### config.mk
export PLATFORM = sky130hd
export DESIGN_NAME = flex_out_ext
export DESIGN_NICKNAME = d
export VERILOG_FILES = /design/src/rtl/flex_out_ext.sv
export SDC_FILE = /design/constraint.sdc
export NUM_CORES = 1
export LEC_CHECK = 0
export ABC_AREA = 1
export ABC_CLOCK_PERIOD_IN_PS = 1400
export CORE_UTILIZATION = 35
export CTS_BUF_LIST = sky130_fd_sc_hd__clkbuf_4 sky130_fd_sc_hd__clkbuf_8 sky130_fd_sc_hd__clkbuf_16
export DETAILED_ROUTE_END_ITERATION = 12
export SLEW_MARGIN = 20
export SYNTH_ARGS = -nofsm -noshare
export SYNTH_HDL_FRONTEND = slang
export SYNTH_SLANG_ARGS = --single-unit
### constraint.sdc
create_clock -name clock -period 1.4 [get_ports clock]
set_clock_uncertainty 0.05 [all_clocks]
set_input_delay 0.28 -clock clock [delete_from_list [all_inputs] [get_ports clock]]
set_output_delay 0.28 -clock clock [all_outputs]
set_load 0.005 [all_outputs]
### src/rtl/flex_out_ext.sv
// flex_out_ext: bus-addressable bank of output registers.
// Each register can be written directly, or have bits set, cleared or
// toggled. Any register can be read back. Bits marked in pulse_mask clear
// themselves pulse_len cycles after a write leaves them high. A two-state
// handshake holds dtack until the master drops its request.

`ifndef BB_ADDR_BUS_WIDTH
`define BB_ADDR_BUS_WIDTH 16
`endif
`ifndef BB_DATA_BUS_WIDTH
`define BB_DATA_BUS_WIDTH 16
`endif

module flex_out_ext #(
  parameter int                        addr_bus_width = `BB_ADDR_BUS_WIDTH,
  parameter int                        data_bus_width = `BB_DATA_BUS_WIDTH,
  parameter logic [addr_bus_width-1:0] base_addr      = '0,
  parameter int                        nr_registers   = 4,
  parameter int                        nr_bits        = nr_registers * data_bus_width,
  parameter logic [nr_bits-1:0]        reset_value    = '0,
  parameter logic [nr_bits-1:0]        pulse_mask     = '0,
  parameter int                        pulse_len      = 1
) (
  input  logic                      clock,
  input  logic                      reset,
  input  logic [addr_bus_width-1:0] addr,
  input  logic [data_bus_width-1:0] data_w,
  input  logic                      addr_strobe,
  input  logic                      read_trg,
  input  logic                      write_trg,
  output logic [data_bus_width-1:0] data_r,
  output logic                      data_r_act,
  output logic                      dtack,
  output logic [nr_bits-1:0]        bits,
  output logic [nr_registers-1:0]   wr_stb
);

  // Register index occupies the low address bits, the write mode the next
  // two bits, and the remaining upper bits select the block itself.
  localparam int RSB = $clog2(nr_registers);
  localparam int IW  = (RSB > 0) ? RSB : 1;
  localparam int TOT = nr_registers * data_bus_width;

  // Reset values and pulse masks widened to the full register storage so
  // that every register slice is defined even if nr_bits is narrower.
  localparam logic [TOT-1:0] RST_EXT = TOT'(reset_value);
  localparam logic [TOT-1:0] MSK_EXT = TOT'(pulse_mask);
  localparam logic [15:0]    PLEN    = 16'(pulse_len);

  localparam logic [1:0] MODE_DIRECT = 2'd0;
  localparam logic [1:0] MODE_SET    = 2'd1;
  localparam logic [1:0] MODE_CLEAR  = 2'd2;
  localparam logic [1:0] MODE_TOGGLE = 2'd3;

  typedef enum logic [1:0] {
    S_IDLE = 2'd0,
    S_WAIT = 2'd1
  } state_t;

  // Combine the current register value with the bus data per write mode.
  function automatic logic [data_bus_width-1:0] apply_mode(
    input logic [1:0]                mode_i,
    input logic [data_bus_width-1:0] cur_i,
    input logic [data_bus_width-1:0] dat_i
  );
    logic [data_bus_width-1:0] res;
    case (mode_i)
      MODE_DIRECT: res = dat_i;
      MODE_SET:    res = cur_i | dat_i;
      MODE_CLEAR:  res = cur_i & ~dat_i;
      MODE_TOGGLE: res = cur_i ^ dat_i;
      default:     res = cur_i;
    endcase
    return res;
  endfunction

  logic [IW-1:0]             index;
  logic [1:0]                mode;
  logic                      sel;
  logic                      acc_rd;
  logic                      acc_wr;
  logic                      in_wait;
  logic [nr_registers-1:0]   wr_hit;
  logic [data_bus_width-1:0] rd_val;
  logic [TOT-1:0]            regs_flat;

  state_t                    state_p1;
  state_t                    state_nx;
  logic [data_bus_width-1:0] data_r_p1;
  logic                      rd_act_p1;
  logic [nr_registers-1:0]   wr_stb_p1;

  // Address decode: register index, write mode and block select.
  always_comb begin
    index = '0;
    if (RSB > 0) begin
      index = IW'(addr);
    end
    mode = 2'(addr >> RSB);
    sel  = addr_strobe
           && ((addr >> (RSB + 2)) == (base_addr >> (RSB + 2)))
           && (int'(index) < nr_registers);
  end

  // Read multiplexer over all registers.
  always_comb begin
    rd_val = '0;
    for (int n = 0; n < nr_registers; n++) begin
      if (index == IW'(n)) begin
        rd_val = regs_flat[n*data_bus_width +: data_bus_width];
      end
    end
  end

  // Handshake state register.
  always_ff @(posedge clock) begin
    if (reset) begin
      state_p1 <= S_IDLE;
    end else begin
      state_p1 <= state_nx;
    end
  end

  // Next state: an access moves IDLE to WAIT; WAIT holds until the request
  // is withdrawn or the block is deselected. Stray encodings recover to IDLE.
  always_comb begin
    state_nx = S_IDLE;
    case (state_p1)
      S_IDLE:  if (sel && (read_trg || write_trg)) state_nx = S_WAIT;
      S_WAIT:  if (sel && (read_trg || write_trg)) state_nx = S_WAIT;
      default: state_nx = S_IDLE;
    endcase
  end

  // State outputs: accept a read (priority) or a write only in IDLE.
  always_comb begin
    acc_rd  = 1'b0;
    acc_wr  = 1'b0;
    in_wait = 1'b0;
    case (state_p1)
      S_IDLE: begin
        acc_rd = sel && read_trg;
        acc_wr = sel && write_trg && !read_trg;
      end
      S_WAIT:  in_wait = 1'b1;
      default: ;
    endcase
  end

  // Per-register write-enable derived from the accepted write.
  always_comb begin
    wr_hit = '0;
    for (int n = 0; n < nr_registers; n++) begin
      wr_hit[n] = acc_wr && (index == IW'(n));
    end
  end

  // Read data capture and read-active flag, held for the whole WAIT phase.
  always_ff @(posedge clock) begin
    if (reset) begin
      data_r_p1 <= '0;
      rd_act_p1 <= 1'b0;
    end else begin
      if (acc_rd) begin
        data_r_p1 <= rd_val;
      end
      rd_act_p1 <= (state_nx == S_WAIT) && (acc_rd || rd_act_p1);
    end
  end

  // Update strobes: one cycle, aligned with the new register value.
  always_ff @(posedge clock) begin
    if (reset) begin
      wr_stb_p1 <= '0;
    end else begin
      wr_stb_p1 <= wr_hit;
    end
  end

  for (genvar n = 0; n < nr_registers; n++) begin : g_reg
    localparam logic [data_bus_width-1:0] RV = RST_EXT[n*data_bus_width +: data_bus_width];
    localparam logic [data_bus_width-1:0] PM = MSK_EXT[n*data_bus_width +: data_bus_width];

    logic [data_bus_width-1:0] reg_q;
    logic [data_bus_width-1:0] wr_val;
    logic [15:0]               cnt_q;

    assign wr_val = apply_mode(mode, reg_q, data_w);

    // Register and pulse counter: a write wins over auto-clear and reloads
    // the counter; the clear fires on the counter's 1->0 step so pulse bits
    // stay high for exactly pulse_len cycles.
    always_ff @(posedge clock) begin
      if (reset) begin
        reg_q <= RV;
        cnt_q <= '0;
      end else if (wr_hit[n]) begin
        reg_q <= wr_val;
        cnt_q <= (|(wr_val & PM)) ? PLEN : 16'd0;
      end else if (cnt_q != 16'd0) begin
        cnt_q <= cnt_q - 16'd1;
        if (cnt_q == 16'd1) begin
          reg_q <= reg_q & ~PM;
        end
      end
    end

    assign regs_flat[n*data_bus_width +: data_bus_width] = reg_q;
  end

  assign data_r     = data_r_p1;
  assign data_r_act = rd_act_p1;
  assign dtack      = in_wait;
  assign wr_stb     = wr_stb_p1;
  assign bits       = nr_bits'(regs_flat);

endmodule
Word level (Yosys, flattened, before mapping)
Cells that the tools add are included.
Word-level totals
  flip-flop bits (word level): 87
  input port bits: 37
  output and inout port bits: 86
Cells by class
  equal/unequal tests: 8
  muxes and demuxes: 13
  bitwise gates (word level): 13
  reduce and logical (&&, ||, !) cells: 18
Operator list (count)
  16-bit one-hot mux with 4 select lines: 4
  16-bit bitwise AND: 4
  16-bit 2-to-1 mux: 4
  16-bit OR: 4
  16-bit bitwise XOR: 4
  16-bit logical NOT: 1
  16-bit inverter: 1
  1-bit logical AND: 10
  2-bit by 1-bit == test with 1-bit output (second input constant): 4
  2-bit == test (second input constant): 4
  2-bit logical NOT: 3
  1-bit 2-to-1 mux: 4
  1-bit logical OR: 2
  2-bit 2-to-1 mux: 1
  2-bit OR reduction: 1
  1-bit logical NOT: 1

Logic depth before layout (Yosys ltp)
Gate-level depths: netlist of the first run.
  depth in word-level cells: 7
  depth in mapped cells: 9

Worst setup path after synthesis of the first run
Ideal clock, no wire load.
  path type: flip-flop to flip-flop
  start point: register state_p1[0]
  end point: register g_reg[3].reg_q[1]
  setup time: 113 ps
  data arrival time: 1324 ps
  required time: 1237 ps
  slack: -87 ps
  stages on the path, launching flop included: 7
  buffers on the path: 2
  clock period less this slack: 1487 ps
  cells stage by stage: dfxtp_1 > nor2_1 > clkbuf_1 > clkbuf_1 > nand4_1 > nand2_1 > nor2_1
Between the ends
  cells in the longest elaborated chain, start to end: 3
Ends and longest elaborated chain
  from (decl): line 87  | state_t state_p1;
  from (signal assigned): line 120  | state_p1 <= state_nx;
  2-bit logical NOT: line 140  | case (state_p1)
  1-bit 2-to-1 mux: line 140
  1-bit logical AND: line 154  | wr_hit[n] = acc_wr && (index == IW'(n));
  to (signal assigned): line 198  | reg_q <= wr_val;
  to (signal assigned): line 203  | reg_q <= reg_q & ~PM;
  to (decl): line 184  | logic [data_bus_width-1:0] reg_q;
Every way passes these cells.
A chain may end at the register's enable or synchronous reset.

Worst setup path in the final report of the first run
  start point: input port addr[5]
  end point: register g_reg[1].reg_q[15]
Between the ends
  cells in the longest elaborated chain, start to end: 6
Ends and longest elaborated chain
  from (decl): line 26  | input logic [addr_bus_width-1:0] addr,
  16-bit logical NOT: line 101  | && ((addr >> (RSB + 2)) == (base_addr >> (RSB + 2)))
  1-bit logical AND: line 101
  1-bit logical AND (2 in series): line 143  | acc_wr = sel && write_trg && !read_trg;
  1-bit 2-to-1 mux: line 140
  1-bit logical AND: line 154
  to (signal assigned): line 198
  to (signal assigned): line 203
  to (decl): line 184
Every way passes these cells.

==> results of run 1 <==
[worst min path at each step]
stage / from / endpoint / slack, ps / cells after the start
4_1_cts: addr[4] / state_p1[0]$_SDFF_PP0_ / 350 / 6
5_1_grt: read_trg / state_p1[0]$_SDFF_PP0_ / 280 / 3
3_5_place_dp: data_r_act$_SDFF_PP0_ / data_r_act$_SDFF_PP0_ / 400 / 2
3_3_place_gp: data_r_act$_SDFF_PP0_ / data_r_act$_SDFF_PP0_ / 400 / 2
2_1_floorplan: reset / wr_stb[0]$_SDFF_PP0_ / 310 / 1
6_report: read_trg / state_p1[0]$_SDFF_PP0_ / 290 / 3
[sequential cells by signal, indices dropped and copies added, names as in the netlist]
register    cells
g.reg_q        64
data_r         16
wr_stb          4
data_r_act      1
state_p1        1
[stage by stage]
stage,area [um^2],hold slack [ps],util (%),setup WS (ps)
after floorplan,7820,309,-,-63.9
after global placement,10500,398,48.1,-614
after detailed placement,10500,404,48.1,-614
after CTS,11400,348,52.2,0.210
after global routing,11900,281,54.4,-94.6
final,11900,288,54.4,-39.0
[worst max-delay path, cell delays in order]
cell       delay [ps]
buf_6              90
or2_4             240
nor2_4            130
buf_6             110
nand4_4           180
nor2_4            270
clkbuf_16         220
nor2_1             40
nor2_1             90
[timing repair]
item,CTS,global route
cloned,10,3
setup endpoints to repair,171,87
setup buffers,39,26
resized for setup,283,91
pin swaps,21,74
[where the power goes]
part	internal, uW	switching, uW
Combinational	568	855
Clock	1880	1070
Sequential	2420	0.0518
Total	4870	1930
[cell type report]
class	count	area, um^2	share of cell area, %
repair inverters	5	37.5	0.316
clock inverters	3	90.1	0.759
inverters	156	642	5.41
multi-input cells	886	5320	44.8
clock buffers	13	268	2.26
flip-flops and latches	86	1830	15.4
repair buffers	347	3330	28.1
well taps	280	350	2.95
[layer usage]
| metal | share of wire, % | up-vias | wire (um) |
|---|---|---|---|
| li1 | - | 4509 | - |
| met3 | 5.9 | 72 | 1750 |
| met2 | 48 | 306 | 14400 |
| met4 | 4.2 | 0 | 1240 |
| met1 | 42 | 4286 | 12400 |
| met5 | 0 | - | 0 |
[kinds of logic (layout without fill, tap and decap cells)]
family,Yosys count,in the layout
buffers and inverters,237,524
AO/OA/AOI/OAI,36,36
flip-flops,86,86
adder cells (fa/ha/maj),128,128
AND/OR/NAND/NOR,722,722
[cells in the final DEF (no fill, tap or decap), types with 13 or more instances in the layout]
| cell type | n |
|---|---|
| dfxtp_1 | 22 |
| buf_6 | 22 |
| nand3_1 | 247 |
| inv_2 | 15 |
| dfxtp_2 | 51 |
| inv_1 | 121 |
| inv_4 | 13 |
| nand4_1 | 64 |
| o21ai_1 | 16 |
| buf_12 | 30 |
| buf_4 | 174 |
| nand2_1 | 110 |
| nor2_1 | 256 |
| ha_1 | 119 |
| dfxtp_4 | 13 |
| dlygate4sd2_1 | 78 |
==> flow_summary_export.csv, run 1 <==
group,metric,value,unit
synthesis,synth_xor_area_share,0,%
grt,overflow,0,
grt,grt_pass1_wl,45000,um
setup_path,worst-r2r-cell-count,6,
setup_path,cp-end-kind,"register",
route,wl,29800,um
timing,tightest_slew,479,ps
synthesis,synth_flop_cell,"dfxtp_1",
setup_path,critPathRequiredTime,1640,ps
grt,grt_max_degree,48,
route,viasPerCell,5.16,
place,hpwl,19400,um
timing,slew_headroom,68.1,%
final_layout,instances_no_fill,1776,
setup_path,critical_path_class,"in2reg",
final_layout,area_growth,52.6,%
place,port_buffers,122,
timing,setup_slack,-39.0,ps
power,powerDensity,573,mW/mm^2
synthesis,synth.avg_cell_area,6.44,um^2
final_layout,n_fill_cell,2085,
place,gp_congestion,0.864,
synthesis,synth_cell_types,24,
floorplan,ios,123,
final_layout,diodes,0,
synthesis,yosys.area_share.simple,42.4,%
clock_tree,cts_root_buf,"clkbuf_16",
synthesis,ys_seq_area_share,22.1,%
grt,use_met1,31.8,%
worst_hold_path,hold_path.class,"in2reg",
route,ant_nets,0,
synthesis,yosys_warnings,0,
synthesis,synthTopCellsByArea,"dfxtp_1 22%, ha_1 21%, nand3_1 16%",
setup_path,ff2ff_setup_slack,-30,ps
synthesis,synth_compound_area_share,2.64,%
synthesis,syn_area,0.00778,mm^2
synthesis,synth_top_family_by_area,"simple AND/OR/NAND/NOR gates",
synthesis,synth-seq-cells,86,
route,drt-pass1-iter-count,5,
setup_path,r2r-start,"state_p1[0]$_SDFF_PP0_",
setup_path,worstSetupStartpointType,"primary input",
final_layout,final_layout_size_suffix_gt1_share,28.1,%
timing,slew_viol_final,0,
grt,antenna_found_initial,0,
clock_tree,clk_latency,360,ps
synthesis,synth.most_common_cell,"nor2_1",
floorplan,die_x,151,um
timing,final-hold-violation-count,0,
setup_path,r2r_end,"g_reg[1].reg_q[15]$_SDFFE_PP0P_",
synthesis,synth_cells,1209,
timing,max_freq,695,MHz
power,total_power,6800,uW
route,drc,0,
grt,met2_usage,44.1,%
synthesis,synthTopCellsByCount,"260 x nor2_1, 256 x nand3_1, 151 x inv_1",
synthesis,muxShareOfSynthArea,0,%
setup_path,crit_path_end,"g_reg[1].reg_q[15]$_SDFFE_PP0P_",
place,dp_cells,1690,
route,wl_per_cell,16.8,um
floorplan,dieArea,0.0228,mm^2
run,drv_cap,0,
grt,grt_usage,25.8,%
clock_tree,htreeDepth,3,
timing,finalSetupTns,-206,ps
synthesis,yosys.area.top_type,"dfxtp_1",
setup_path,crit_fanout,8,
grt,met3_usage,3.70,%
timing,period_share,103,%
timing,period_needed,1440,ps
route,drt-initial-drc-count,528,
clock_tree,cts_buffers,9,
floorplan,fp.dieH,151,um
setup_path,startpoint,"addr[5]",
synthesis,synthAdderAreaFrac,20.6,%
synthesis,yosys.area.top_type_share,22.1,%
route,route.vias.total,9173,
floorplan,num_rows,54,
power,irDropWorstVdd,0.623,mV
timing,rsz0062_at_grt,"true",
clock_tree,cts_hold_buf,0,
clock_tree,cts_tree,"yes",
floorplan,initial_core_util,35.6,%
grt,busiest_layer,"met2",
clock_tree,clockBufferDepth,2,
outcome,violations,"negative setup slack",
final_layout,nNetsFinal,1656,
power,power_leakage,0.00583,uW
floorplan,core_area,0.0218,mm^2
clock_tree,clk_pin_slew,60,ps
timing,setup_viol,9,
synthesis,syn_nets,1374,
synthesis,synth-edff-count,0,
outcome,status,"complete, but fails checks",
clock_tree,clock-sinks,86,
setup_path,cp.arrival,1680,ps
grt,first_global_vias,8330,
synthesis,async_reset_ff_share,0,%
Note: power is estimated with default switching activity, not from simulation.
==> inputs of run 2 (changes only) <==
Settings changed: HOLD_SLACK_MARGIN from default to 0.05.
==> results of run 2 <==
The final DEF is identical to that of run 1; final timing and power are the same.
